$ cat src/rtl/divisor_secuencial.sv
// Multi-cycle restoring divider for DIV/DIVU: one quotient bit per clock, signed or unsigned
// per request, with quotient/remainder held until the next completion.
module divisor_secuencial #(
    parameter int unsigned N = 32
) (
    input  logic         clk_i,
    input  logic         rst_ni,
    input  logic         start_i,
    input  logic         signed_op_i,
    input  logic [N-1:0] a_i,
    input  logic [N-1:0] b_i,
    output logic         busy_o,
    output logic         done_o,
    output logic         div_zero_o,
    output logic [N-1:0] q_o,
    output logic [N-1:0] r_o
);

    localparam int unsigned CntW = $clog2(N + 1);

    typedef enum logic [1:0] {StIdle, StRun, StFix} state_e;

    state_e          state_q, state_d;
    logic [CntW-1:0] cnt_q, cnt_d;
    logic [N-1:0]    rem_q, rem_d;
    logic [N-1:0]    dvd_q, dvd_d;
    logic [N-1:0]    dvs_q, dvs_d;
    logic [N-1:0]    a_raw_q, a_raw_d;
    logic            neg_quo_q, neg_quo_d;
    logic            neg_rem_q, neg_rem_d;
    logic            done_q, done_d;
    logic            dz_q, dz_d;
    logic [N-1:0]    q_q, q_d;
    logic [N-1:0]    r_q, r_d;

    logic         a_neg, b_neg;
    logic [N-1:0] a_mag, b_mag;
    logic [N:0]   shifted, trial;

    always_comb begin
        a_neg   = signed_op_i & a_i[N-1];
        b_neg   = signed_op_i & b_i[N-1];
        a_mag   = a_neg ? -a_i : a_i;
        b_mag   = b_neg ? -b_i : b_i;
        // Remainder stays below the divisor, so N bits of it plus the next dividend bit suffice.
        shifted = {rem_q, dvd_q[N-1]};
        trial   = shifted - {1'b0, dvs_q};
    end

    always_comb begin
        state_d   = state_q;
        cnt_d     = cnt_q;
        rem_d     = rem_q;
        dvd_d     = dvd_q;
        dvs_d     = dvs_q;
        a_raw_d   = a_raw_q;
        neg_quo_d = neg_quo_q;
        neg_rem_d = neg_rem_q;
        done_d    = 1'b0;
        dz_d      = dz_q;
        q_d       = q_q;
        r_d       = r_q;

        case (state_q)
            StIdle: begin
                if (start_i) begin
                    a_raw_d   = a_i;
                    dvd_d     = a_mag;
                    dvs_d     = b_mag;
                    neg_quo_d = a_neg ^ b_neg;
                    neg_rem_d = a_neg;
                    rem_d     = '0;
                    cnt_d     = CntW'(N);
                    state_d   = StRun;
                end
            end
            StRun: begin
                if (!trial[N]) begin
                    rem_d = trial[N-1:0];
                    dvd_d = {dvd_q[N-2:0], 1'b1};
                end else begin
                    rem_d = shifted[N-1:0];
                    dvd_d = {dvd_q[N-2:0], 1'b0};
                end
                cnt_d = cnt_q - CntW'(1);
                if (cnt_q == CntW'(1)) begin
                    state_d = StFix;
                end
            end
            StFix: begin
                done_d  = 1'b1;
                state_d = StIdle;
                // A zero magnitude only arises from a zero divisor.
                if (dvs_q == '0) begin
                    q_d  = '1;
                    r_d  = a_raw_q;
                    dz_d = 1'b1;
                end else begin
                    q_d  = neg_quo_q ? -dvd_q : dvd_q;
                    r_d  = neg_rem_q ? -rem_q : rem_q;
                    dz_d = 1'b0;
                end
            end
            default: state_d = StIdle;
        endcase
    end

    always_ff @(posedge clk_i or negedge rst_ni) begin
        if (!rst_ni) begin
            state_q   <= StIdle;
            cnt_q     <= '0;
            rem_q     <= '0;
            dvd_q     <= '0;
            dvs_q     <= '0;
            a_raw_q   <= '0;
            neg_quo_q <= 1'b0;
            neg_rem_q <= 1'b0;
            done_q    <= 1'b0;
            dz_q      <= 1'b0;
            q_q       <= '0;
            r_q       <= '0;
        end else begin
            state_q   <= state_d;
            cnt_q     <= cnt_d;
            rem_q     <= rem_d;
            dvd_q     <= dvd_d;
            dvs_q     <= dvs_d;
            a_raw_q   <= a_raw_d;
            neg_quo_q <= neg_quo_d;
            neg_rem_q <= neg_rem_d;
            done_q    <= done_d;
            dz_q      <= dz_d;
            q_q       <= q_d;
            r_q       <= r_d;
        end
    end

    assign busy_o     = (state_q != StIdle);
    assign done_o     = done_q;
    assign div_zero_o = dz_q;
    assign q_o        = q_q;
    assign r_o        = r_q;

endmodule

$ cat config.mk
export PLATFORM = sky130hd
export DESIGN_NAME = divisor_secuencial
export DESIGN_NICKNAME = d
export VERILOG_FILES = /design/src/rtl/divisor_secuencial.sv
export SDC_FILE = /design/constraint.sdc
export NUM_CORES = 1
export LEC_CHECK = 0
export CORE_MARGIN = 2
export CORE_UTILIZATION = 40
export DETAILED_ROUTE_END_ITERATION = 10
export HOLD_SLACK_MARGIN = 0.02
export PLACE_DENSITY = 0.67
export SETUP_SLACK_MARGIN = 0.3
export SLEW_MARGIN = 0
export SYNTH_ARGS = -nofsm -noshare
export SYNTH_HDL_FRONTEND = slang
export SYNTH_SLANG_ARGS = --single-unit
$ cat constraint.sdc
create_clock -name clk_i -period 3.5 [get_ports clk_i]
set_input_delay 0.525 -clock clk_i [delete_from_list [all_inputs] [get_ports clk_i]]
set_output_delay 0.525 -clock clk_i [all_outputs]
set_load 0.02 [all_outputs]
== Word-level counts from Yosys, hierarchy flattened ==
Cells that the tools add are included.
Widths: inputs -> output; s select.

* $add $sub $neg: 6
* Eq/ne operators: 5
* Muxes and demuxes: 19
* Bitwise operators: 3
* Reduce and logical (&&, ||, !) cells: 7

{| class="wikitable"
|+ Operator list
! kind !! number
|-
| $mux 32 || 9
|-
| $neg 32->32 || 4
|-
| $pmux 32 s2 || 2
|-
| $sub 33x32->33 || 1
|-
| $logic_not 32->1 || 1
|-
| $pmux 6 s2 || 1
|-
| $eq 6x1->1 const B || 1
|-
| $mux 6 || 1
|-
| $reduce_and 2->1 || 3
|-
| $sub 6x1->6 const B || 1
|-
| $mux 2 || 2
|-
| $ne 2x2->1 const B || 2
|-
| $pmux 2 s2 || 1
|-
| $reduce_bool 2->1 || 2
|-
| $mux 1 || 3
|-
| $and 1x1->1 || 2
|-
| $eq 2x1->1 const B || 1
|-
| $eq 2x2->1 const B || 1
|-
| $logic_not 2->1 || 1
|-
| $xor 1x1->1 || 1
|}

* Bits in registers: 204
* Bits of input ports: 68
* Output and inout port bits: 67
* Word-level logic and storage cells: 52

== Depth between registers and ports, before layout ==
Gate-level depths: netlist of the first run.

* Depth in word-level cells: 4
* Gate-level depth with buffers: 13
* Gate-level depth less buffers: 11

== Worst setup path before layout of the first run ==
No wires, ideal clock.

* Kind: flip-flop to flip-flop
* Start: register dvd_q[31]
* End: register rem_q[15]
* Setup time: 0.129 ns
* Arrival: 2.756 ns
* Required time: 3.371 ns
* Setup slack: 0.615 ns
* Stages on the path, launching flop included: 13
* Buffers on the path: 1
* Clock period less this slack: 2.885 ns
* Cell sequence: dfrtp_1 -> inv_1 -> ha_1 -> fa_1 -> nand2b_1 -> a21oi_1 -> o41ai_4 -> o21ai_2 -> o211ai_2 -> nand2_2 -> buf_2 -> nor3_1 -> a2111o_1

* Word-level cells in the longest chain between the ends: 3

{| class="wikitable"
|+ Ends and longest elaborated chain
! item !! line !! text
|-
| start, declared || 26 || <nowiki>logic [N-1:0] dvd_q, dvd_d;</nowiki>
|-
| start signal, assigned || 126 || <nowiki>dvd_q <= dvd_d;</nowiki>
|-
| $sub 33x32->33 || 47 || <nowiki>trial = shifted - {1'b0, dvs_q};</nowiki>
|-
| $mux 32 || 78 || <nowiki>if (!trial[N]) begin</nowiki>
|-
| $pmux 32 s2 || 64 || <nowiki>case (state_q)</nowiki>
|-
| end signal, assigned || 125 || <nowiki>rem_q <= rem_d;</nowiki>
|-
| end, declared || 25 || <nowiki>logic [N-1:0] rem_q, rem_d;</nowiki>
|}

Every way passes these cells.
A chain may end at the register's enable or synchronous reset.

== Worst setup path after layout of the first run ==
* Start: register dvd_q[31]
* End: register rem_q[22]

The elaborated chain is that of the path after synthesis.

==> flow_summary.html, run 1 <==
<table>
<tr><th>Metric</th><th>Value</th></tr>
<tr><th colspan="2">STA</th></tr>
<tr><td>Total Negative Setup Slacks</td><td>0 ps</td></tr>
<tr><td>Max transition margin</td><td>39.2%</td></tr>
<tr><td>Unrepaired setup endpoints after global routing</td><td>true</td></tr>
<tr><td>Actual slew at the worst max-slew pin</td><td>912 ps</td></tr>
<tr><td>Max-slew violation count</td><td>0</td></tr>
<tr><td>Tcrit/Tclk final</td><td>89.3%</td></tr>
<tr><td>Period minus WS final</td><td>3120 ps</td></tr>
<tr><td># setup viols final</td><td>0</td></tr>
<tr><td>Max frequency</td><td>320 MHz</td></tr>
<tr><td>Count of endpoints failing hold in the final timing report</td><td>0</td></tr>
<tr><td>Maximum clock skew at final layout</td><td>30.8 ps</td></tr>
<tr><th colspan="2">GRT</th></tr>
<tr><td>Vias in the first global route</td><td>12200</td></tr>
<tr><td>Pin count of the biggest net entering global routing</td><td>95</td></tr>
<tr><td>Total overflow reported by the global router</td><td>0</td></tr>
<tr><td>Wire length of the first global-routing pass</td><td>67.0 mm</td></tr>
<tr><td>Overall track demand over capacity in global routing</td><td>23.0%</td></tr>
<tr><td>Initial antenna violation count</td><td>0</td></tr>
<tr><th colspan="2">Hold path</th></tr>
<tr><td>Class of the tightest hold or removal check</td><td>in -&gt; async</td></tr>
<tr><th colspan="2">Routing</th></tr>
<tr><td>Via count</td><td>13100</td></tr>
<tr><td>Remaining antenna violation count after routing</td><td>0</td></tr>
<tr><td>DRT iter0 DRCs</td><td>1123</td></tr>
<tr><td>Sum of routed wire length over all layers</td><td>42.3 mm</td></tr>
<tr><td>Average routed wire per standard cell</td><td>19.0 microns</td></tr>
<tr><td>Number of optimization iterations in the first detailed-route pass</td><td>5</td></tr>
<tr><td>Remaining routing DRC violations</td><td>0</td></tr>
<tr><td>Post-detailed-route via-to-cell ratio</td><td>5.86</td></tr>
<tr><th colspan="2">Layout</th></tr>
<tr><td>Utilization of the core after routing</td><td>49.6%</td></tr>
<tr><td>Final-layout fill cell count</td><td>3245</td></tr>
<tr><td>Area growth from synthesis to final layout</td><td>21.2%</td></tr>
<tr><td>Share of post-route cells with drive strength above 1</td><td>8.47%</td></tr>
<tr><td>Total number of nets in the final design</td><td>1876</td></tr>
<tr><td>Multi-input gate area</td><td>8130 sq um</td></tr>
<tr><td>FF+latch area</td><td>5110 sq um</td></tr>
<tr><th colspan="2">Floorplan</th></tr>
<tr><td>Die Y</td><td>190 microns</td></tr>
<tr><td>Width of the chip</td><td>190 microns</td></tr>
<tr><td>Std-Cell Rows</td><td>67</td></tr>
<tr><td>Die Footprint</td><td>36000 sq um</td></tr>
<tr><td>Initial standard-cell utilization of the core</td><td>40.9%</td></tr>
<tr><td>Area of the core</td><td>33700 sq um</td></tr>
<tr><td>Total I/O pin count</td><td>135</td></tr>
<tr><th colspan="2">Logic synthesis</th></tr>
<tr><td>Distinct cell type count after synthesis</td><td>81</td></tr>
<tr><td>Average size of a mapped cell</td><td>8.32 sq um</td></tr>
<tr><td>Summed instance area of the synthesized netlist</td><td>13800 sq um</td></tr>
<tr><td>Number of synthesized register bits</td><td>204</td></tr>
<tr><td>Top flip-flop cell by instance count after synthesis</td><td>dfrtp_1</td></tr>
<tr><td>Async SR Flop Fraction</td><td>100%</td></tr>
<tr><td>Post-Syn Nets</td><td>1764</td></tr>
<tr><td>Yosys warning count</td><td>0</td></tr>
<tr><td>Gate Count Post-Synth</td><td>1657</td></tr>
<tr><td>Sequential fraction of the synthesis area</td><td>37.0%</td></tr>
<tr><td>Number of synthesized flops with an enable pin</td><td>0</td></tr>
<tr><th colspan="2">CTS</th></tr>
<tr><td>Inserted Clock Buffers</td><td>24</td></tr>
<tr><td>Clock insertion delay at the later pin of the skew report</td><td>540 ps</td></tr>
<tr><td>Clock input transition at the sequential cells of the worst setup and hold paths</td><td>60 ps</td></tr>
<tr><td>TritonCTS sink count</td><td>204</td></tr>
<tr><td>Post-CTS Hold Fix Bufs</td><td>0</td></tr>
<tr><td>CTS root buffer</td><td>clkbuf_16</td></tr>
<tr><td>Maximum clock insertion buffer count</td><td>3</td></tr>
<tr><td>Clock tree from TritonCTS</td><td>built</td></tr>
<tr><td>Deepest level of the CTS H-tree</td><td>1</td></tr>
<tr><th colspan="2">Placed design</th></tr>
<tr><td>Total half-perimeter wirelength after legalization and detailed placement</td><td>31.3 mm</td></tr>
<tr><td>I/O Buffers</td><td>134</td></tr>
<tr><td>Global placement routability congestion</td><td>0.909</td></tr>
<tr><th colspan="2">Worst setup path</th></tr>
<tr><td>Critical Path Start Type</td><td>register</td></tr>
<tr><td>Kind of critical path</td><td>reg -&gt; reg</td></tr>
<tr><td>Worst path arrival time</td><td>3520 ps</td></tr>
<tr><td>Critical path endpoint category</td><td>register</td></tr>
<tr><td>Req. time, crit path</td><td>3900 ps</td></tr>
<tr><td>Critical path peak fanout</td><td>7</td></tr>
<tr><th colspan="2">Pwr</th></tr>
<tr><td>Total Power Consumption</td><td>17.9 mW</td></tr>
<tr><td>PwrDens</td><td>1070 nW/um^2</td></tr>
<tr><td>Worst ir drop on vdd</td><td>491 uV</td></tr>
<tr><td>Leakage power total</td><td>7.09 nW</td></tr>
<tr><th colspan="2">Outcome</th></tr>
<tr><td>Outcome</td><td>completed</td></tr>
<tr><th colspan="2">Run</th></tr>
<tr><td>Reported max-cap violation count</td><td>0</td></tr>
</table>
[routing by layer]
| metal | track usage (%) | routed length (microns) | share of wire (%) | up-vias |
|---|---|---|---|---|
| li1 | - | - | - | 6179 |
| met1 | 32.5 | 18600 | 44 | 6310 |
| met2 | 37.2 | 19500 | 46 | 523 |
| met3 | 3.39 | 3130 | 7.4 | 62 |
| met4 | 5.87 | 1070 | 2.5 | 0 |
| met5 | 0 | 0 | 0 | - |
[cells by family (layout without fill, tap and decap cells)]
| group | after synthesis | after routing | share of synthesized area, % |
|---|---|---|---|
| fa+ha+maj | 39 | 39 | 3.60 |
| other cells | 0 | 1 | 0 |
| mux | 21 | 21 | 1.53 |
| simple gates | 616 | 616 | 22.0 |
| compound gates | 467 | 467 | 22.2 |
| flops | 204 | 204 | 37.0 |
| buf+inv | 171 | 297 | 4.80 |
| xor+xnor | 139 | 139 | 8.83 |
[metrics by stage]
step	setup WS [ps]	hold slack, ps	instance area, sq um	std cells
6_report	376	49.6	16700	2232
3_5_place_dp	277	459	15700	2183
3_3_place_gp	330	449	15700	2183
5_1_grt	226	126	16700	2231
4_1_cts	297	95.9	16500	2223
2_1_floorplan	615	229	13800	1657
[final timing paths]
kind / startpoint / to / slack [ps] / depth (start not counted)
max: dvd_q[31]$_DFFE_PN0P_ / rem_q[22]$_DFFE_PN0P_ / 380 / 12
min: rst_ni / r_o[12]$_DFFE_PN0P_ / 50 / 1
max reg2reg: dvd_q[31]$_DFFE_PN0P_ / rem_q[22]$_DFFE_PN0P_ / 380 / 12
min reg2reg: q_o[4]$_DFFE_PN0P_ / q_o[4]$_DFFE_PN0P_ / 460 / 2
max in group asynchronous: rst_ni / dvs_q[14]$_DFFE_PN0P_ / 2540 / 2
min in group clk_i: q_o[4]$_DFFE_PN0P_ / q_o[4]$_DFFE_PN0P_ / 460 / 2
[worst max-delay path, cell delays in order (launching register included)]
cell and delay [ps]:
dfrtp_1 410, inv_2 130, ha_4 160, fa_2 200, nand2b_4 120, a21oi_2 80
o41ai_4 480, o21ai_2 140, o211a_1 270, nor2_4 270, clkbuf_16 240, mux2i_1 80
a2111o_1 390
[final cells by class]
type | instances | share of cell area, %
multi-input cells | 1282 | 48.7
repair buffers | 194 | 11.3
flip-flops and latches | 204 | 30.6
well taps | 448 | 3.36
diodes | 1 | 0.0150
clock buffers | 30 | 3.97
inverters | 63 | 1.42
clock inverters | 10 | 0.667
[cells in the mapped netlist, drive strengths merged, types with 21 or more instances]
cell type    n  share of area, %
a21oi      114               4.2
a22oi       28               1.5
clkbuf      88               2.4
dfrtp      204                37
ha          38               3.4
inv         63               1.7
nand2      236               6.5
nand3       81               2.9
nor2        86               2.4
nor3        60               2.2
o21ai      160               5.9
o22a        28               1.8
o31ai       21               1.2
xnor2       82               5.2
xor2        57               3.6
[timing repair]
action                                  in CTS  in global routing
resized for setup                            0                 18
endpoints found under the setup margin      14                 30
setup buffers                                0                  4
pin swaps                                    1                  7
gates cloned                                 0                  4
[registers in the layout, summed over array words and instances (netlist names), 2 cells and up]
signal and flops:
a_raw_q 32, dvd_q 32, dvs_q 32, q_o 32, r_o 32, rem_q 32, cnt_q 6, state_q 2
[layout by cell type, fill, tap and decap left out, drive strengths merged, types with 10 or more instances in the layout]
cell type	count
or3	12
nand4	18
nand3b	17
nor4	20
o21ai	160
a21o	12
nand2	236
buf	57
xor2	57
nand2b	10
o31ai	21
and3	15
and2	13
nand3	81
nor3b	17
a22oi	28
nor2	86
mux2i	20
dfrtp	204
o22a	28
clkdlybuf4s50	133
xnor2	82
o211ai	12
inv	63
or4	15
ha	38
o41ai	16
clkbuf	34
a2111o	13
a21oi	114
nor3	60
[power breakdown]
part | switching (mW) | leakage (nW) | internal [mW]
registers | 1.07 | 2.50 | 3.34
clock network | 1.01 | 0.389 | 1.48
logic | 6.47 | 4.20 | 4.55
total | 8.55 | 7.09 | 9.36
Note: power is estimated with default switching activity, not from simulation.
==> inputs of run 2 (changes only) <==
--- a/config.mk
+++ b/config.mk
@@ -11,7 +11,7 @@
 export HOLD_SLACK_MARGIN = 0.02
 export PLACE_DENSITY = 0.67
 export SETUP_SLACK_MARGIN = 0.3
-export SLEW_MARGIN = 0
+export SLEW_MARGIN = 20
 export SYNTH_ARGS = -nofsm -noshare
 export SYNTH_HDL_FRONTEND = slang
 export SYNTH_SLANG_ARGS = --single-unit
==> results of run 2 <==
The final DEF is identical to that of run 1; final timing and power are the same.
